**config.mk**
```make
export PLATFORM = sky130hd
export DESIGN_NAME = simmem_wresp_responder
export DESIGN_NICKNAME = d
export VERILOG_FILES = /design/src/rtl/simmem_pkg.sv /design/src/rtl/simmem_timed_fifo.sv /design/src/rtl/simmem_wresp_responder.sv
export SDC_FILE = /design/constraint.sdc
export NUM_CORES = 1
export LEC_CHECK = 0
export BUFFER_PORTS_ARGS = -buffer_cell sky130_fd_sc_hd__buf_4
export CORE_MARGIN = 4
export CORE_UTILIZATION = 39
export CTS_BUF_LIST = sky130_fd_sc_hd__clkbuf_4 sky130_fd_sc_hd__clkbuf_8 sky130_fd_sc_hd__clkbuf_16
export CTS_CLUSTER_SIZE = 14
export DETAILED_ROUTE_END_ITERATION = 10
export PLACE_DENSITY_LB_ADDON = 0.08
export SYNTH_ARGS = -nofsm -noshare
export SYNTH_HDL_FRONTEND = slang
export SYNTH_SLANG_ARGS = --single-unit
```
**constraint.sdc**
```tcl
create_clock -name clk_i -period 3.2 [get_ports clk_i]
set_input_delay 0.64 -clock clk_i [delete_from_list [all_inputs] [get_ports clk_i]]
set_output_delay 0.64 -clock clk_i [all_outputs]
set_load 0.05 [all_outputs]
```
**src/rtl/simmem_pkg.sv**
```systemverilog
// Shared request/response types for the simulated-memory write path.
package simmem_pkg;

    localparam int unsigned IDWidth   = 4;
    localparam int unsigned AddrWidth = 32;

    localparam logic [1:0] RespOkay   = 2'b00;
    localparam logic [1:0] RespSlvErr = 2'b10;

    typedef struct packed {
        logic [IDWidth-1:0]   id;
        logic [AddrWidth-1:0] addr;
        logic [7:0]           len;
        logic [2:0]           size;
        logic [1:0]           burst;
    } waddr_req_t;

    typedef struct packed {
        logic [IDWidth-1:0] id;
        logic [1:0]         rsp;
    } wresp_t;

endpackage

```
**src/rtl/simmem_timed_fifo.sv**
```systemverilog
// In-order FIFO whose entries become poppable only after a per-entry countdown expires.
module simmem_timed_fifo #(
    parameter int unsigned Depth   = 8,
    parameter int unsigned Latency = 4,
    parameter type         payload_t = logic
) (
    input  logic     clk_i,
    input  logic     rst_i,
    input  logic     push_i,
    input  payload_t push_data_i,
    output logic     push_ready_o,
    input  logic     pop_i,
    output logic     head_valid_o,
    output payload_t head_data_o
);

    localparam int unsigned PtrW = $clog2(Depth);
    localparam int unsigned CntW = PtrW + 1;
    localparam int unsigned TmrW = $clog2(Latency + 1);
    localparam logic [TmrW-1:0] TmrInit = TmrW'(Latency - 1);
    localparam logic [CntW-1:0] CntFull = CntW'(Depth);

    payload_t        mem_q [Depth];
    logic [TmrW-1:0] tmr_q [Depth];
    logic [TmrW-1:0] tmr_d [Depth];
    logic [PtrW-1:0] wr_ptr_q, wr_ptr_d;
    logic [PtrW-1:0] rd_ptr_q, rd_ptr_d;
    logic [CntW-1:0] cnt_q, cnt_d;
    logic            ready_q;
    logic            push;
    logic            pop;

    // ready_q is registered, so a full FIFO refuses a push even while popping.
    assign push         = push_i & ready_q;
    assign pop          = pop_i & head_valid_o;
    assign push_ready_o = ready_q;
    assign head_valid_o = (cnt_q != '0) && (tmr_q[rd_ptr_q] == '0);
    assign head_data_o  = mem_q[rd_ptr_q];

    always_comb begin
        wr_ptr_d = wr_ptr_q + PtrW'(push);
        rd_ptr_d = rd_ptr_q + PtrW'(pop);
        cnt_d    = cnt_q + CntW'(push) - CntW'(pop);
        for (int unsigned i = 0; i < Depth; i++) begin
            tmr_d[i] = tmr_q[i];
            // Live when the entry's distance from head is below the occupancy.
            if (({1'b0, PtrW'(i) - rd_ptr_q} < cnt_q) && (tmr_q[i] != '0)) begin
                tmr_d[i] = tmr_q[i] - TmrW'(1);
            end
        end
        if (push) begin
            tmr_d[wr_ptr_q] = TmrInit;
        end
    end

    always_ff @(posedge clk_i) begin
        if (rst_i) begin
            wr_ptr_q <= '0;
            rd_ptr_q <= '0;
            cnt_q    <= '0;
            ready_q  <= 1'b0;
            for (int unsigned i = 0; i < Depth; i++) begin
                tmr_q[i] <= '0;
            end
        end else begin
            wr_ptr_q <= wr_ptr_d;
            rd_ptr_q <= rd_ptr_d;
            cnt_q    <= cnt_d;
            ready_q  <= (cnt_d != CntFull);
            tmr_q    <= tmr_d;
        end
    end

    always_ff @(posedge clk_i) begin
        if (push) begin
            mem_q[wr_ptr_q] <= push_data_i;
        end
    end

endmodule

```
**src/rtl/simmem_wresp_responder.sv**
```systemverilog
// Memory-side write responder: one in-order response per request after a fixed latency.
// Define SIMMEM_WRESP_ERR_INJECT_EN to answer addresses >= ErrAddrBase with SLVERR.
module simmem_wresp_responder
    import simmem_pkg::*;
#(
    parameter int unsigned          Depth       = 8,
    parameter int unsigned          Latency     = 4,
    parameter logic [AddrWidth-1:0] ErrAddrBase = 32'h8000_0000
) (
    input  logic       clk_i,
    input  logic       rst_i,
    input  logic       waddr_valid_i,
    output logic       waddr_ready_o,
    input  waddr_req_t waddr_data_i,
    output logic       wresp_valid_o,
    input  logic       wresp_ready_i,
    output wresp_t     wresp_data_o
);

    wresp_t push_entry;
    wresp_t head_entry;
    logic   head_valid;
    logic   unused_fields;

    assign unused_fields = ^{waddr_data_i.addr, waddr_data_i.len, waddr_data_i.size,
                             waddr_data_i.burst, ErrAddrBase};

    always_comb begin
        push_entry     = '0;
        push_entry.id  = waddr_data_i.id;
        push_entry.rsp = RespOkay;
`ifdef SIMMEM_WRESP_ERR_INJECT_EN
        if (waddr_data_i.addr >= ErrAddrBase) begin
            push_entry.rsp = RespSlvErr;
        end
`endif
    end

    simmem_timed_fifo #(
        .Depth     (Depth),
        .Latency   (Latency),
        .payload_t (wresp_t)
    ) u_fifo (
        .clk_i        (clk_i),
        .rst_i        (rst_i),
        .push_i       (waddr_valid_i),
        .push_data_i  (push_entry),
        .push_ready_o (waddr_ready_o),
        .pop_i        (wresp_ready_i),
        .head_valid_o (head_valid),
        .head_data_o  (head_entry)
    );

    assign wresp_valid_o = head_valid;
    assign wresp_data_o  = head_valid ? head_entry : '0;

endmodule

```
==> flow_metrics.env, run 1 <==
export IMPL_grt_use_total_pct=15.25
export IMPL_grt_pass1_vias=2533
export IMPL_rsz0062_at_grt="false"
export IMPL_synth_distinct_cells=55
export IMPL_die_area_mm2=0.01108
export IMPL_drive_gt1_share_pct=20.64
export IMPL_nets=461
export IMPL_fmax_ghz=0.3372
export IMPL_r2r_setup_slack_ns=0.23
export IMPL_syn_area_per_cell_um2=10.99
export IMPL_crit_arrival_ns=3.16
export IMPL_wl_um=7918
export IMPL_grt_pass1_wl_um=13150
export IMPL_final_cell_mix="43 x inv_1, 39 x ha_1, 33 x dfxtp_1"
export IMPL_diodes=0
export IMPL_antenna_found_initial=0
export IMPL_pin_count=61
export IMPL_crit_path_end_kind="flip-flop"
export IMPL_final_core_utilization_pct=45.89
export IMPL_vias_per_cell=4.956
export IMPL_clkTransAtPathRegs_ns=0.08
export IMPL_dp_hpwl_um=5996
export IMPL_gp_congestion=0.7143
export IMPL_worstSkewPairLatency_ns=0.34
export IMPL_cp_required_ns=3.40
export IMPL_holdCritStartpoint="u_fifo.tmr_q[2]"
export IMPL_status="finished clean"
export IMPL_rows=35
export IMPL_via_count=2488
export IMPL_drt_iter0_markers=120
export IMPL_r2r_start="u_fifo.rd_ptr_q[1]"
export IMPL_synth_cells=336
export IMPL_drc=0
export IMPL_min_period_ns=2.965
export IMPL_netlist_area_mm2=0.003691
export IMPL_die_x_um=105.3
export IMPL_fin_worst_skew_ns=0.008055
export IMPL_drtPass1Iterations=4
export IMPL_leakagePower_nw=1.576
export IMPL_synth_seq_area_share_pct=45.02
export IMPL_grt_max_degree=37
export IMPL_pwr_density_cell_mw_per_mm2=918.9
export IMPL_reg2reg_depth=14
export IMPL_hold_path_class="reg -> reg"
export IMPL_start_util_pct=39.95
export IMPL_area_growth_pct=14.88
export IMPL_h_tree_depth=3
export IMPL_io_buffers=13
export IMPL_root_buffer="clkbuf_8"
export IMPL_whs_path_depth=2
export IMPL_hold_buffers=0
export IMPL_place_inst=486
export IMPL_wl_per_cell_um=15.77
export IMPL_hold_viol=0
export IMPL_cp_start_kind="flip-flop"
export IMPL_synth_seq_cells=67
export IMPL_layout_commonest_cell="inv_1"
export IMPL_core_mm2=0.009240
export IMPL_path_class="reg -> reg"
export IMPL_r2r_end="u_fifo.push_ready_o"
export IMPL_holdPathEnd="u_fifo.tmr_q[2]"
export IMPL_tns_ns=0
export IMPL_ys_async_sr_fraction_pct=0
export IMPL_fin_area_mm2=0.004240
export IMPL_postRouteAntennaNets=0
export IMPL_dpl_cell_area_mm2=0.004025
export IMPL_worst_slack_ns=0.2347
export IMPL_numClockSinks=67
export IMPL_final_period_utilization_pct=92.66
export IMPL_synth_flop_cell="dfxtp_1"
export IMPL_die_h_um=105.3
export IMPL_dp_slack_ns=-0.01075
export IMPL_setup_viol=0
export IMPL_layoutNonFillerInstCount=502
export IMPL_yosys_warnings=0
export IMPL_global_route_overflow_total=0
export IMPL_critPathMaxFanout=7
export IMPL_max_cap_violations=0
export IMPL_slew_viol_final=0
export IMPL_cts_buffers=9
export IMPL_cts_tree="built"
export IMPL_vdd_drop_max_mv=0.3404
export IMPL_synth_edf_count=32
export IMPL_clock_path_buffers=2
flip-flops by register name, indices dropped and copies added, names as in the netlist:
| name | cells |
|---|---|
| u_fifo.wr_ptr_q | 3 |
| u_fifo.tmr_q | 24 |
| u_fifo.cnt_q | 4 |
| u_fifo.push_ready_o | 1 |
| u_fifo.rd_ptr_q | 3 |
| u_fifo.mem_q | 32 |
final cells by class:
type                    count  area [µm²]
flip-flops and latches     67        1664
clock buffers               9       123.9
well taps                 129       161.4
repair buffers             30       225.2
multi-input cells         215        1819
clock inverters             7       77.57
inverters                  45       168.9
fillers                   878        5000
cell families (layout without fill, tap and decap cells):
group,Yosys count,after routing,synth area share [%]
xor gates and xnor gates,11,11,2.610
DFF,67,67,45.02
buffers and inverters,55,91,6.101
other,1,2,0.1016
and+or+nand+nor,93,93,14.61
AOI/OAI and AO/OA,57,57,14.41
muxes,12,12,3.390
adders and majority gates,40,40,13.76
per-layer routing:
metal	track usage (%)	up-vias	wire length, µm
li1	-	1296	-
met1	21.20	1168	3990
met2	23.95	22	3679
met3	3.491	2	209
met4	3.936	0	38
met5	0	-	0
critical path: stages, from the launching register on:
cell and delay (ns):
dfxtp_2 0.38, buf_4 0.15, nor4_2 0.25, buf_4 0.16
nand2b_1 0.16, o22ai_1 0.14, nor3b_2 0.25, ha_1 0.26
inv_1 0.06, ha_1 0.16, inv_1 0.05, fa_1 0.37
xnor2_1 0.16, nor3b_1 0.18, a21oi_1 0.10
timing repair:
item,4_1_cts,5_1_grt
endpoints found under the setup margin,1,1
gates resized for setup,1,3
setup buffers,0,0
cells in the mapped netlist, types with 4 or more instances:
cell / number / share of area (%)
inv_1: 43 / 4.4
ha_1: 39 / 13
dfxtp_1: 35 / 19
edfxtp_1: 32 / 26
nor2_1: 18 / 1.8
a21oi_1: 11 / 1.5
nor4_1: 11 / 1.9
or3_1: 11 / 1.9
mux2i_1: 8 / 2.2
nor2b_1: 8 / 1.4
nor3_1: 8 / 1.1
a311oi_1: 7 / 1.7
xnor2_1: 7 / 1.7
nand2_1: 6 / 0.61
or2_2: 6 / 1.0
nand2b_1: 5 / 0.85
nand3_1: 5 / 0.68
a2111oi_0: 4 / 0.95
mux2_2: 4 / 1.2
o221ai_2: 4 / 1.6
o22ai_1: 4 / 0.68
xor2_1: 4 / 0.95
metrics by stage:
stage	hold slack [ns]	total power, W
6_report	0.5252	0.003896
5_1_grt	0.5165	0.004232
4_1_cts	0.5191	0.003952
3_5_place_dp	0.5180	0.003220
3_3_place_gp	0.5019	0.003184
2_1_floorplan	0.4868	0.002667
how the worst max path moves through the flow:
| stage | start | endpoint | slack (ns) | depth (start not counted) |
|---|---|---|---|---|
| 2_1_floorplan | u_fifo.rd_ptr_q[0] | u_fifo.push_ready_o | 0.35 | 13 |
| 3_3_place_gp | u_fifo.rd_ptr_q[0] | u_fifo.push_ready_o | -0.06 | 13 |
| 3_5_place_dp | u_fifo.rd_ptr_q[1] | u_fifo.push_ready_o | -0.01 | 14 |
| 4_1_cts | u_fifo.rd_ptr_q[1] | u_fifo.push_ready_o | 0.05 | 14 |
| 5_1_grt | u_fifo.rd_ptr_q[0] | u_fifo.push_ready_o | 0.04 | 13 |
| 6_report | u_fifo.rd_ptr_q[1] | u_fifo.push_ready_o | 0.23 | 14 |
report_power, final:
| group | internal (W) | switching (W) | total [W] |
|---|---|---|---|
| logic | 0.000870 | 0.00112 | 0.00199 |
| clock network | 0.000365 | 0.000346 | 0.000711 |
| registers | 0.00106 | 0.000131 | 0.00120 |
| total | 0.00230 | 0.00160 | 0.00390 |
(Power assumes the default switching activity.)
==> run 2, diff against run 1 <==
--- a/config.mk
+++ b/config.mk
@@ -11,6 +11,7 @@
 export CTS_BUF_LIST = sky130_fd_sc_hd__clkbuf_4 sky130_fd_sc_hd__clkbuf_8 sky130_fd_sc_hd__clkbuf_16
 export CTS_CLUSTER_SIZE = 14
 export DETAILED_ROUTE_END_ITERATION = 10
+export GPL_TIMING_DRIVEN = 0
 export PLACE_DENSITY_LB_ADDON = 0.08
 export SYNTH_ARGS = -nofsm -noshare
 export SYNTH_HDL_FRONTEND = slang
==> flow_metrics.env, run 2 (synthesized netlist as in run 1, its figures left out) <==
export IMPL_crit_slowest_cell="or4b_4"
export IMPL_drive_gt1_share_pct=20.77
export IMPL_slew_viol_final=0
export IMPL_max_cap_violations=0
export IMPL_drtPass1Iterations=4
export IMPL_pwr_density_cell_mw_per_mm2=930.7
export IMPL_worstSkewPairLatency_ns=0.34
export IMPL_holdPathEnd="u_fifo.tmr_q[20]"
export IMPL_crit_path_end_kind="flip-flop"
export IMPL_setup_viol=0
export IMPL_dp_hpwl_um=6148
export IMPL_rsz0062_at_grt="false"
export IMPL_core_mm2=0.009240
export IMPL_final_cell_mix="43 x inv_1, 39 x ha_1, 33 x dfxtp_1"
export IMPL_cpPeakStageDelay_ns=0.50
export IMPL_r2r_end="u_fifo.push_ready_o"
export IMPL_die_area_mm2=0.01108
export IMPL_reg2reg_depth=13
export IMPL_nets=454
export IMPL_die_x_um=105.3
export IMPL_pin_count=61
export IMPL_drc=0
export IMPL_cp_start_kind="flip-flop"
export IMPL_numClockSinks=67
export IMPL_root_buffer="clkbuf_8"
export IMPL_hold_viol=0
export IMPL_layout_commonest_cell="inv_1"
export IMPL_io_buffers=12
export IMPL_top_register="u_fifo.mem_q"
export IMPL_antenna_found_initial=0
export IMPL_vias_per_cell=5.147
export IMPL_grt_pass1_vias=2447
export IMPL_final_period_utilization_pct=93.78
export IMPL_leakagePower_nw=1.562
export IMPL_wl_um=8470
export IMPL_gp_congestion=0.7602
export IMPL_largest_reg_flops=32
export IMPL_grt_pass1_wl_um=13410
export IMPL_r2r_start="u_fifo.rd_ptr_q[1]"
export IMPL_critPathMaxFanout=9
export IMPL_path_class="reg -> reg"
export IMPL_crit_arrival_ns=3.20
export IMPL_top_regs="u_fifo.mem_q: 32 flops, u_fifo.tmr_q: 24 flops, u_fifo.cnt_q: 4 flops"
export IMPL_vdd_drop_max_mv=0.4723
export IMPL_global_route_overflow_total=0
export IMPL_fin_worst_skew_ns=0.004796
export IMPL_diodes=0
export IMPL_grt_use_total_pct=15.92
export IMPL_nFillCells=883
export IMPL_crit_buf_inv=3
export IMPL_min_period_ns=3.001
export IMPL_max_slew_margin_pct=25.57
export IMPL_critPathTopFamily="simple AND/OR/NAND/NOR gates"
export IMPL_via_count=2548
export IMPL_grt_max_degree=13
export IMPL_area_growth_pct=15.29
export IMPL_rows=35
export IMPL_postRouteAntennaNets=0
export IMPL_final_core_utilization_pct=46.05
export IMPL_die_h_um=105.3
export IMPL_status="finished clean"
export IMPL_worst_pin_slew_ns=1.112
export IMPL_clkTransAtPathRegs_ns=0.08
export IMPL_holdCritStartpoint="u_fifo.tmr_q[20]"
export IMPL_clock_path_buffers=2
export IMPL_cts_buffers=9
export IMPL_r2r_setup_slack_ns=0.20
export IMPL_cts_tree="built"
export IMPL_start_util_pct=39.95
export IMPL_h_tree_depth=3
export IMPL_drt_iter0_markers=116
export IMPL_hold_path_class="reg -> reg"
export IMPL_hold_ws_ns=0.5332
export IMPL_whs_path_depth=2
export IMPL_cp_required_ns=3.40
export IMPL_cp_cell_sequence="buf_6, or4b_4, nand2b_4, o22ai_2, nor3b_4, ha_1, inv_1, ha_1, inv_1, fa_1, xnor2_1, nor3b_2, a21oi_1"
export IMPL_wl_per_cell_um=17.11
export IMPL_fmax_ghz=0.3332
run 2: worst max path at each step:
stage / slack [ns] / from / cells after the start / end
floorplan: 0.35 / u_fifo.rd_ptr_q[0] / 13 / u_fifo.push_ready_o
global placement: -0.32 / u_fifo.rd_ptr_q[0] / 13 / u_fifo.push_ready_o
detailed placement: -0.35 / u_fifo.rd_ptr_q[0] / 13 / u_fifo.push_ready_o
CTS: 0.03 / u_fifo.rd_ptr_q[1] / 13 / u_fifo.push_ready_o
global route: 0.04 / u_fifo.rd_ptr_q[1] / 13 / u_fifo.push_ready_o
finish: 0.20 / u_fifo.rd_ptr_q[1] / 13 / u_fifo.push_ready_o
run 2: timing repair:
item / 4_1_cts / 5_1_grt
hold buffers: 0 / 0
pin swaps: 1 / 2
gates cloned: 0 / 0
gates resized for setup: 9 / 11
endpoints found under the setup margin: 4 / 1
setup buffers: 1 / 0
run 2: layer usage:
| metal | vias to the layer above | global-route usage [%] | share of wire, % |
|---|---|---|---|
| li1 | 1283 | - | - |
| met5 | - | 0 | 0 |
| met1 | 1207 | 22.86 | 50 |
| met4 | 0 | 6.467 | 2.3 |
| met2 | 43 | 23.91 | 44 |
| met3 | 15 | 2.449 | 3.1 |
run 2: final cells by class:
class / instances / area [µm²] / share of cell area (%)
Buffer: 10 / 62.56 / 1.470
Multi-Input combinational cell: 215 / 1904 / 44.75
Sequential cell: 67 / 1664 / 39.11
Clock inverter: 6 / 65.06 / 1.529
Tap cell: 129 / 161.4 / 3.793
Timing Repair Buffer: 13 / 97.59 / 2.293
Clock buffer: 10 / 131.4 / 3.087
Inverter: 45 / 168.9 / 3.969
run 2: report_power, final:
| part | total [W] | switching, W | internal [W] |
|---|---|---|---|
| registers | 0.00122 | 0.000152 | 0.00106 |
| logic | 0.00203 | 0.00114 | 0.000887 |
| clock network | 0.000712 | 0.000342 | 0.000370 |
| total | 0.00396 | 0.00164 | 0.00232 |
run 2: worst register-to-register path: cells and delay by family, from the launching register on:
kind	cells	cell delay [ns]
xor+xnor	1	0.16
buf+inv	3	0.29
simple gates	4	1.04
compound gates	2	0.19
fa+ha+maj	3	0.79
flops	1	0.39
run 2: through the flow:
stage               power (W)  cell area (µm²)  setup TNS [ns]  std cells  setup slack [ns]
floorplan            0.002667             3695               0        337            0.3484
global placement     0.003082             3946         -0.6717        478           -0.3175
detailed placement   0.003113             3946         -0.7790        478           -0.3488
CTS                  0.003908             4193               0        495           0.03204
global route         0.004293             4255               0        495           0.03887
finish               0.003960             4255               0        495            0.1991
